==> src/rtl/chip8_fb_pkg.sv <==
// Shared definitions for the Chip-8 draw engine.
// Framebuffer geometry, command opcode encodings and the sequencer state set.
// Build option: SCHIP_SPRITE16_EN adds the two-fetch row states used for
// 16x16 sprites (cmd_n = 0).
package chip8_fb_pkg;

  localparam int FB_WORDS_PER_ROW = 8;
  localparam int FB_ROWS          = 64;
  localparam int FB_DEPTH         = 512;

  localparam logic OP_CLS = 1'b0;
  localparam logic OP_DRW = 1'b1;

  typedef enum logic [3:0] {
    IDLE,
    CLR,
`ifdef SCHIP_SPRITE16_EN
    FETCH_HI,
    FETCH_LO,
`else
    FETCH,
`endif
    RDA,
    RDB,
    WRA,
    WRB,
    DONE
  } state_t;

  // First state of every sprite row.
`ifdef SCHIP_SPRITE16_EN
  localparam state_t FETCH_FIRST = FETCH_HI;
`else
  localparam state_t FETCH_FIRST = FETCH;
`endif

endpackage

==> src/rtl/chip8_draw_engine_if.sv <==
// Command channel between the Chip-8 core (master) and the draw engine (slave).
// Ports: cmd_valid/cmd_ready handshake, cmd_op/x/y/n/i command fields,
// done completion pulse and collision (VF) result.
interface chip8_draw_engine_if #(
  parameter int MEM_AW = 12
);
  logic              cmd_valid;
  logic              cmd_ready;
  logic              cmd_op;
  logic [6:0]        cmd_x;
  logic [5:0]        cmd_y;
  logic [3:0]        cmd_n;
  logic [MEM_AW-1:0] cmd_i;
  logic              done;
  logic              collision;

  modport master (
    output cmd_valid, cmd_op, cmd_x, cmd_y, cmd_n, cmd_i,
    input  cmd_ready, done, collision
  );

  modport slave (
    input  cmd_valid, cmd_op, cmd_x, cmd_y, cmd_n, cmd_i,
    output cmd_ready, done, collision
  );
endinterface

==> src/rtl/chip8_sprite_shifter.sv <==
// Combinational sprite aligner.
// Places a 16-bit sprite row (leftmost pixel in bit 15) at pixel offset
// shift within a 32-bit window spanning framebuffer words A and B.
// Ports: bits (sprite row), shift (x[3:0]), mask_a (word A), mask_b (word B).
module chip8_sprite_shifter (
  input  logic [15:0] bits,
  input  logic [3:0]  shift,
  output logic [15:0] mask_a,
  output logic [15:0] mask_b
);
  logic [31:0] wide;

  assign wide   = {bits, 16'h0000} >> shift;
  assign mask_a = wide[31:16];
  assign mask_b = wide[15:0];
endmodule

==> src/rtl/chip8_draw_engine.sv <==
// Chip-8 display sequencer: executes CLS and DRW on the CPU port of a
// 512 x 16-bit framebuffer (address = {row[5:0], word[2:0]}, bit 15 leftmost).
// Ports: clk, reset (sync, active-high); cmd (command interface, slave side);
// mem_rd/mem_addr/mem_data sprite byte reads (1-cycle latency);
// fbuf_en/fbuf_write/fbuf_addr/fbuf_in/fbuf_out framebuffer port (1-cycle read).
// Build option: SCHIP_SPRITE16_EN makes cmd_n = 0 draw a 16x16 sprite;
// without it cmd_n = 0 completes immediately with no bus traffic.
module chip8_draw_engine
  import chip8_fb_pkg::*;
#(
  parameter int MEM_AW = 12
) (
  input  logic                 clk,
  input  logic                 reset,
  chip8_draw_engine_if.slave   cmd,
  output logic                 mem_rd,
  output logic [MEM_AW-1:0]    mem_addr,
  input  logic [7:0]           mem_data,
  output logic                 fbuf_en,
  output logic                 fbuf_write,
  output logic [8:0]           fbuf_addr,
  output logic [15:0]          fbuf_in,
  input  logic [15:0]          fbuf_out
);

  state_t state, state_nx;

  logic              ready;
  logic              done_pulse;
  logic              accept;
  logic              coll;
  logic [6:0]        x_q;
  logic [5:0]        y_q;
  logic [MEM_AW-1:0] i_q;
  logic [3:0]        row;
  logic [3:0]        last_row;
  logic [8:0]        clr_addr;
  logic [7:0]        sprite_hi;
  logic [15:0]       sprite_bits;
  logic [15:0]       old_a;
  logic [15:0]       old_b;
  logic [15:0]       mask_a;
  logic [15:0]       mask_b;
  logic [5:0]        pix_row;
  logic [2:0]        word_a;
  logic [2:0]        word_b;

`ifdef SCHIP_SPRITE16_EN
  logic [7:0]        sprite_lo;
  assign sprite_bits = {sprite_hi, sprite_lo};
`else
  assign sprite_bits = {sprite_hi, 8'h00};
`endif

  assign accept  = ready && cmd.cmd_valid;
  assign pix_row = y_q + 6'(row);
  assign word_a  = x_q[6:4];
  assign word_b  = word_a + 3'd1;

  assign cmd.cmd_ready = ready;
  assign cmd.done      = done_pulse;
  assign cmd.collision = coll;

  chip8_sprite_shifter u_shifter (
    .bits   (sprite_bits),
    .shift  (x_q[3:0]),
    .mask_a (mask_a),
    .mask_b (mask_b)
  );

  // Control: state and sticky collision flag.
  always_ff @(posedge clk) begin
    if (reset) begin
      state <= IDLE;
      coll  <= 1'b0;
    end else begin
      state <= state_nx;
      if (accept)
        coll <= 1'b0;
      else if ((state == WRA) && |(old_a & mask_a))
        coll <= 1'b1;
      else if ((state == WRB) && |(old_b & mask_b))
        coll <= 1'b1;
    end
  end

  // Datapath: command latch, counters and captured read data.
  always_ff @(posedge clk) begin
    if (accept) begin
      x_q      <= cmd.cmd_x;
      y_q      <= cmd.cmd_y;
      i_q      <= cmd.cmd_i;
      last_row <= cmd.cmd_n - 4'd1;  // n = 0 wraps to 15 for 16-row sprites
      row      <= 4'd0;
      clr_addr <= 9'd0;
    end
    if (state == CLR) clr_addr <= clr_addr + 9'd1;
    if (state == WRB) row <= row + 4'd1;
`ifdef SCHIP_SPRITE16_EN
    if (state == FETCH_LO) sprite_hi <= mem_data;
    if (state == RDA)      sprite_lo <= mem_data;
`else
    if (state == RDA)      sprite_hi <= mem_data;
`endif
    if (state == RDB) old_a <= fbuf_out;
    if (state == WRA) old_b <= fbuf_out;
  end

  always_comb begin
    state_nx   = state;
    ready      = 1'b0;
    done_pulse = 1'b0;
    mem_rd     = 1'b0;
    mem_addr   = '0;
    fbuf_en    = 1'b0;
    fbuf_write = 1'b0;
    fbuf_addr  = '0;
    fbuf_in    = '0;
    case (state)
      IDLE: begin
        ready = 1'b1;
        if (cmd.cmd_valid) begin
          if (cmd.cmd_op == OP_CLS)
            state_nx = CLR;
          else if (cmd.cmd_n == 4'd0)
`ifdef SCHIP_SPRITE16_EN
            state_nx = FETCH_FIRST;
`else
            state_nx = DONE;
`endif
          else
            state_nx = FETCH_FIRST;
        end
      end
      CLR: begin
        fbuf_en    = 1'b1;
        fbuf_write = 1'b1;
        fbuf_addr  = clr_addr;
        if (clr_addr == 9'(FB_DEPTH - 1)) state_nx = DONE;
      end
`ifdef SCHIP_SPRITE16_EN
      FETCH_HI: begin
        mem_rd   = 1'b1;
        mem_addr = i_q + MEM_AW'({row, 1'b0});
        state_nx = FETCH_LO;
      end
      FETCH_LO: begin
        mem_rd   = 1'b1;
        mem_addr = i_q + MEM_AW'({row, 1'b1});
        state_nx = RDA;
      end
`else
      FETCH: begin
        mem_rd   = 1'b1;
        mem_addr = i_q + MEM_AW'(row);
        state_nx = RDA;
      end
`endif
      RDA: begin
        fbuf_en   = 1'b1;
        fbuf_addr = {pix_row, word_a};
        state_nx  = RDB;
      end
      RDB: begin
        fbuf_en   = 1'b1;
        fbuf_addr = {pix_row, word_b};
        state_nx  = WRA;
      end
      WRA: begin
        fbuf_en    = 1'b1;
        fbuf_write = 1'b1;
        fbuf_addr  = {pix_row, word_a};
        fbuf_in    = old_a ^ mask_a;
        state_nx   = WRB;
      end
      WRB: begin
        fbuf_en    = 1'b1;
        fbuf_write = 1'b1;
        fbuf_addr  = {pix_row, word_b};
        fbuf_in    = old_b ^ mask_b;
        state_nx   = (row == last_row) ? DONE : FETCH_FIRST;
      end
      DONE: begin
        done_pulse = 1'b1;
        state_nx   = IDLE;
      end
      default: state_nx = IDLE;
    endcase
  end

endmodule

==> src/flat_wrapper.sv <==
// flat-port wrapper written by rule: the top's interface ports become plain ports
module chip8_draw_engine_flat import chip8_fb_pkg::*;
#(
  parameter int MEM_AW = 12
)
  (clk, reset, mem_rd, mem_addr, mem_data, fbuf_en, fbuf_write, fbuf_addr, fbuf_in, fbuf_out, cmd_cmd_valid, cmd_cmd_op, cmd_cmd_x, cmd_cmd_y, cmd_cmd_n, cmd_cmd_i, cmd_cmd_ready, cmd_done, cmd_collision);
  chip8_draw_engine_if #(.MEM_AW(MEM_AW)) cmd_i ();
  input  logic clk;
  input  logic reset;
  output logic mem_rd;
  output logic [MEM_AW-1:0] mem_addr;
  input  logic [7:0] mem_data;
  output logic fbuf_en;
  output logic fbuf_write;
  output logic [8:0] fbuf_addr;
  output logic [15:0] fbuf_in;
  input  logic [15:0] fbuf_out;
  input wire logic [$bits(cmd_i.cmd_valid)-1:0] cmd_cmd_valid;
  input wire logic [$bits(cmd_i.cmd_op)-1:0] cmd_cmd_op;
  input wire logic [$bits(cmd_i.cmd_x)-1:0] cmd_cmd_x;
  input wire logic [$bits(cmd_i.cmd_y)-1:0] cmd_cmd_y;
  input wire logic [$bits(cmd_i.cmd_n)-1:0] cmd_cmd_n;
  input wire logic [$bits(cmd_i.cmd_i)-1:0] cmd_cmd_i;
  output wire logic [$bits(cmd_i.cmd_ready)-1:0] cmd_cmd_ready;
  output wire logic [$bits(cmd_i.done)-1:0] cmd_done;
  output wire logic [$bits(cmd_i.collision)-1:0] cmd_collision;
  assign cmd_i.cmd_valid = cmd_cmd_valid;
  assign cmd_i.cmd_op = cmd_cmd_op;
  assign cmd_i.cmd_x = cmd_cmd_x;
  assign cmd_i.cmd_y = cmd_cmd_y;
  assign cmd_i.cmd_n = cmd_cmd_n;
  assign cmd_i.cmd_i = cmd_cmd_i;
  assign cmd_cmd_ready = cmd_i.cmd_ready;
  assign cmd_done = cmd_i.done;
  assign cmd_collision = cmd_i.collision;
  chip8_draw_engine #(.MEM_AW(MEM_AW)) u_core (.clk(clk), .reset(reset), .cmd(cmd_i), .mem_rd(mem_rd), .mem_addr(mem_addr), .mem_data(mem_data), .fbuf_en(fbuf_en), .fbuf_write(fbuf_write), .fbuf_addr(fbuf_addr), .fbuf_in(fbuf_in), .fbuf_out(fbuf_out));
endmodule
==> config.mk <==
export PLATFORM = sky130hd
export DESIGN_NAME = chip8_draw_engine_flat
export DESIGN_NICKNAME = d
export VERILOG_FILES = /design/src/rtl/chip8_fb_pkg.sv /design/src/rtl/chip8_draw_engine_if.sv /design/src/rtl/chip8_sprite_shifter.sv /design/src/rtl/chip8_draw_engine.sv /design/src/flat_wrapper.sv
export SDC_FILE = /design/constraint.sdc
export NUM_CORES = 1
export LEC_CHECK = 0
export CAP_MARGIN = 20
export CORE_AREA = 2 2 86 129
export DETAILED_ROUTE_END_ITERATION = 10
export DIE_AREA = 0 0 88 131
export PLACE_DENSITY = 0.79
export REMOVE_ABC_BUFFERS = 1
export SLEW_MARGIN = 30
export SYNTH_ARGS = -nofsm -noshare
export SYNTH_HDL_FRONTEND = slang
export SYNTH_HIERARCHICAL = 1
export SYNTH_SLANG_ARGS = --single-unit
==> constraint.sdc <==
create_clock -name clk -period 5.6 [get_ports clk]
set_clock_uncertainty 0.05 [all_clocks]
set_input_delay 1.12 -clock clk [delete_from_list [all_inputs] [get_ports clk]]
set_output_delay 1.12 -clock clk [all_outputs]
set_load 0.005 [all_outputs]
==> flow_metrics.env <==
export IMPL_synthCells=473
export IMPL_async_reset_ff_frac=0
export IMPL_register_area_sq_mm=0.00254
export IMPL_relSlewSlack=0.408
export IMPL_pwr_share_clk=0.216
export IMPL_yosys_area_top_type="edfxtp_1"
export IMPL_setup_violations=0
export IMPL_rsz0062_at_grt="false"
export IMPL_initial_core_util=0.538
export IMPL_cp_arrival_ns=3.40
export IMPL_num_vias=4294
export IMPL_fin_setup_tns_ns=0
export IMPL_cpMaxStageDelayCell="edfxtp_1"
export IMPL_synth_edf_count=82
export IMPL_crit_type="reg2out"
export IMPL_slew_violations=0
export IMPL_power_switching_uw=1020
export IMPL_grt_pass1_vias=4214
export IMPL_post_cts_setup_buffer_count=0
export IMPL_insertedDiodeCount=0
export IMPL_drt_iter0_markers=151
export IMPL_timing_reg2reg_setup_slack_ns=2.18
export IMPL_final_antenna_net_count=0
export IMPL_synth_top_cell_area_share=0.439
export IMPL_status="complete, no violations"
export IMPL_portBuffers=99
export IMPL_p_int_uw=1850
export IMPL_die_w_um=88
export IMPL_utilization=0.684
export IMPL_hold_end="u_core/cmd.collision$_SDFFE_PP0P_"
export IMPL_cp_num_buf_inv=2
export IMPL_cp_start_kind="flop"
export IMPL_grt_pass1_wl_um=20900
export IMPL_worstHoldStart="u_core/cmd.collision$_SDFFE_PP0P_"
export IMPL_cp_required_ns=4.43
export IMPL_critPathCaptureType="primary output"
export IMPL_core_area_sq_mm=0.0104
export IMPL_gp_congestion=0.937
export IMPL_yosys_top_cells_area="edfxtp_1 (44%), ha_1 (10%), mux2i_1 (4.3%)"
export IMPL_grt_overflow=0
export IMPL_layout_commonest_cell="clkdlybuf4s50_1"
export IMPL_synth_distinct_cells=59
export IMPL_ir_drop_v=0.000280
export IMPL_fin_crit_sh=0.815
export IMPL_die_y_um=131
export IMPL_antenna_found_initial=0
export IMPL_layout_common_cells="clkdlybuf4s50_1 (99), edfxtp_1 (82), ha_1 (46)"
export IMPL_synth_main_ff_cell="edfxtp_1"
export IMPL_r2r_start="u_core/x_q[1]$_DFFE_PP_"
export IMPL_syn_area_sq_mm=0.00561
export IMPL_reg2reg_depth=9
export IMPL_crit_family="multiplexers"
export IMPL_dr_pass1_iters=4
export IMPL_area_growth_pct=27.1
export IMPL_fmax_mhz=219
export IMPL_hold_depth=2
export IMPL_holdCritPathClass="reg2reg"
export IMPL_ios=100
export IMPL_maxCapViolations=0
export IMPL_viasPerCell=5.73
export IMPL_cts_sinks=86
export IMPL_drive_gt1_frac=0.0743
export IMPL_critPathMaxFanout=14
export IMPL_cts_tree="done"
export IMPL_routed_wl_um=13700
export IMPL_power_frac_comb=0.425
export IMPL_syn_avg_cell_area_sq_um=11.9
export IMPL_fill_cells=754
export IMPL_placed_cell_area_sq_mm=0.00682
export IMPL_numCtsBuffers=9
export IMPL_clock_root_buffer="clkbuf_16"
export IMPL_cts_buffer_depth=2
export IMPL_cts_hold_buf=0
export IMPL_critPathMaxStageDelay_ns=0.70
export IMPL_yosysWarnings=6
export IMPL_seqPwrFrac=0.359
export IMPL_tightest_slew_ns=0.888
export IMPL_clk_pin_slew_ns=0.06
export IMPL_cts_htree_levels=3
export IMPL_hold_violations=0
export IMPL_ys_ff_latch=86
export IMPL_multi_input_area_sq_mm=0.00298
export IMPL_worstPathCellList="buf_4, mux4_1, mux2i_1, a22oi_1, ha_1, a22o_1, clkdlybuf4s50_1"
export IMPL_grt_start_max_net_pins=34
export IMPL_design_area_sq_mm=0.00713
export IMPL_cts_resized=0
export IMPL_switching_share=0.355
export IMPL_cellPowerDensity_mw_per_mm2=403
export IMPL_grt_use_total=0.243
export IMPL_fin_nets=706
export IMPL_seq_area_frac_synth=0.453
export IMPL_p_leak_uw=0.00276
export IMPL_worstReg2RegEnd="u_core/cmd.collision$_SDFFE_PP0P_"
export IMPL_dieArea_sq_mm=0.0115
export IMPL_clk_latency_ns=0.33
export IMPL_wl_per_cell_um=18.2
export IMPL_num_rows=46
export IMPL_drc=0
export IMPL_fin_crit_ns=4.57
export IMPL_post_dp_hpwl_um=10600
## flip-flops by register name, indices dropped and copies added (netlist names)
name / flops
u_core/state: 3
u_core/y_q: 6
u_core/cmd.collision: 1
u_core/i_q: 12
u_core/row: 4
u_core/old_b: 16
u_core/clr_addr: 9
u_core/sprite_hi: 8
u_core/x_q: 7
u_core/old_a: 16
u_core/last_row: 4
## power groups by stage
| stage | clock network [uW] | registers, uW | logic, uW |
|---|---|---|---|
| 2_1_floorplan | 0 | 1040 | 720 |
| 4_1_cts | 635 | 1030 | 1200 |
| 5_1_grt | 661 | 1050 | 1340 |
| 3_5_place_dp | 0 | 1040 | 1190 |
| 3_3_place_gp | 0 | 1040 | 1160 |
| 6_report | 620 | 1030 | 1220 |
## per-stage QoR
step                total power (uW)  setup slack (ns)  instances  hold WS, ns
global route                    3050             0.895        750        0.556
floorplan                       1760              1.76        484        0.469
CTS                             2870              1.08        750        0.522
detailed placement              2230              1.43        734        0.511
finish                          2870              1.03        750        0.502
global placement                2200              1.47        734        0.499
## cells in the mapped netlist (2+ instances only)
master	n
a2111oi_0	3
a211oi_1	2
a21o_1	4
a21oi_1	17
a22o_1	16
a22oi_1	5
a31oi_1	4
and2_1	5
and3_1	4
buf_2	7
buf_4	5
buf_6	2
clkbuf_1	9
conb_1	2
dfxtp_1	4
edfxtp_1	82
fa_1	2
ha_1	46
inv_1	17
mux2_2	7
mux2i_1	24
mux4_1	5
mux4_2	10
nand2_1	20
nand2b_1	2
nand3_1	11
nand3b_1	6
nand4_1	6
nand4b_1	2
nor2_1	32
nor2b_1	7
nor3_1	9
nor4_1	10
o2111ai_1	2
o211a_1	3
o211ai_1	4
o21ai_0	15
o22ai_1	13
or3_1	12
xnor2_1	12
xor2_1	7
## routing by layer
layer	wire length, um	GRT usage
met5	0	0
met4	641	0.130
met3	593	0.0471
met2	7380	0.435
met1	5070	0.268
## final cells by class
class,instances,share of cell area
clock inverters,6,0.0121
flip-flops and latches,86,0.357
well taps,144,0.0253
inverters,18,0.00948
clock buffers,10,0.0321
multi-input cells,380,0.418
repair buffers,106,0.146
## cells by family after synthesis
group | share of synthesized area
AO/OA/AOI/OAI | 0.118
XOR/XNOR | 0.0297
adder cells (fa/ha/maj) | 0.112
buffers and inverters | 0.0393
flip-flops | 0.453
multiplexers | 0.120
other | 0.00134
AND/OR/NAND/NOR | 0.126
## how the worst max path moves through the flow
stage / from / endpoint / depth (start not counted)
after floorplan: u_core/x_q[1]$_DFFE_PP_ / fbuf_in[3] / 4
after global placement: u_core/x_q[1]$_DFFE_PP_ / fbuf_in[14] / 7
after detailed placement: u_core/x_q[1]$_DFFE_PP_ / fbuf_in[14] / 7
after CTS: u_core/x_q[1]$_DFFE_PP_ / fbuf_in[14] / 7
after global routing: u_core/x_q[1]$_DFFE_PP_ / fbuf_in[14] / 7
final: u_core/x_q[1]$_DFFE_PP_ / fbuf_in[14] / 7
## worst register-to-register path: cells and delay by family, from the launching register on
| family | cells | cell delay (ns) |
|---|---|---|
| muxes | 3 | 1.03 |
| DFF | 1 | 0.70 |
| and+or+nand+nor | 3 | 0.62 |
| AOI/OAI and AO/OA | 1 | 0.35 |
| buffers and inverters | 1 | 0.32 |
| adders and majority gates | 1 | 0.21 |
(Power assumes the default switching activity.)
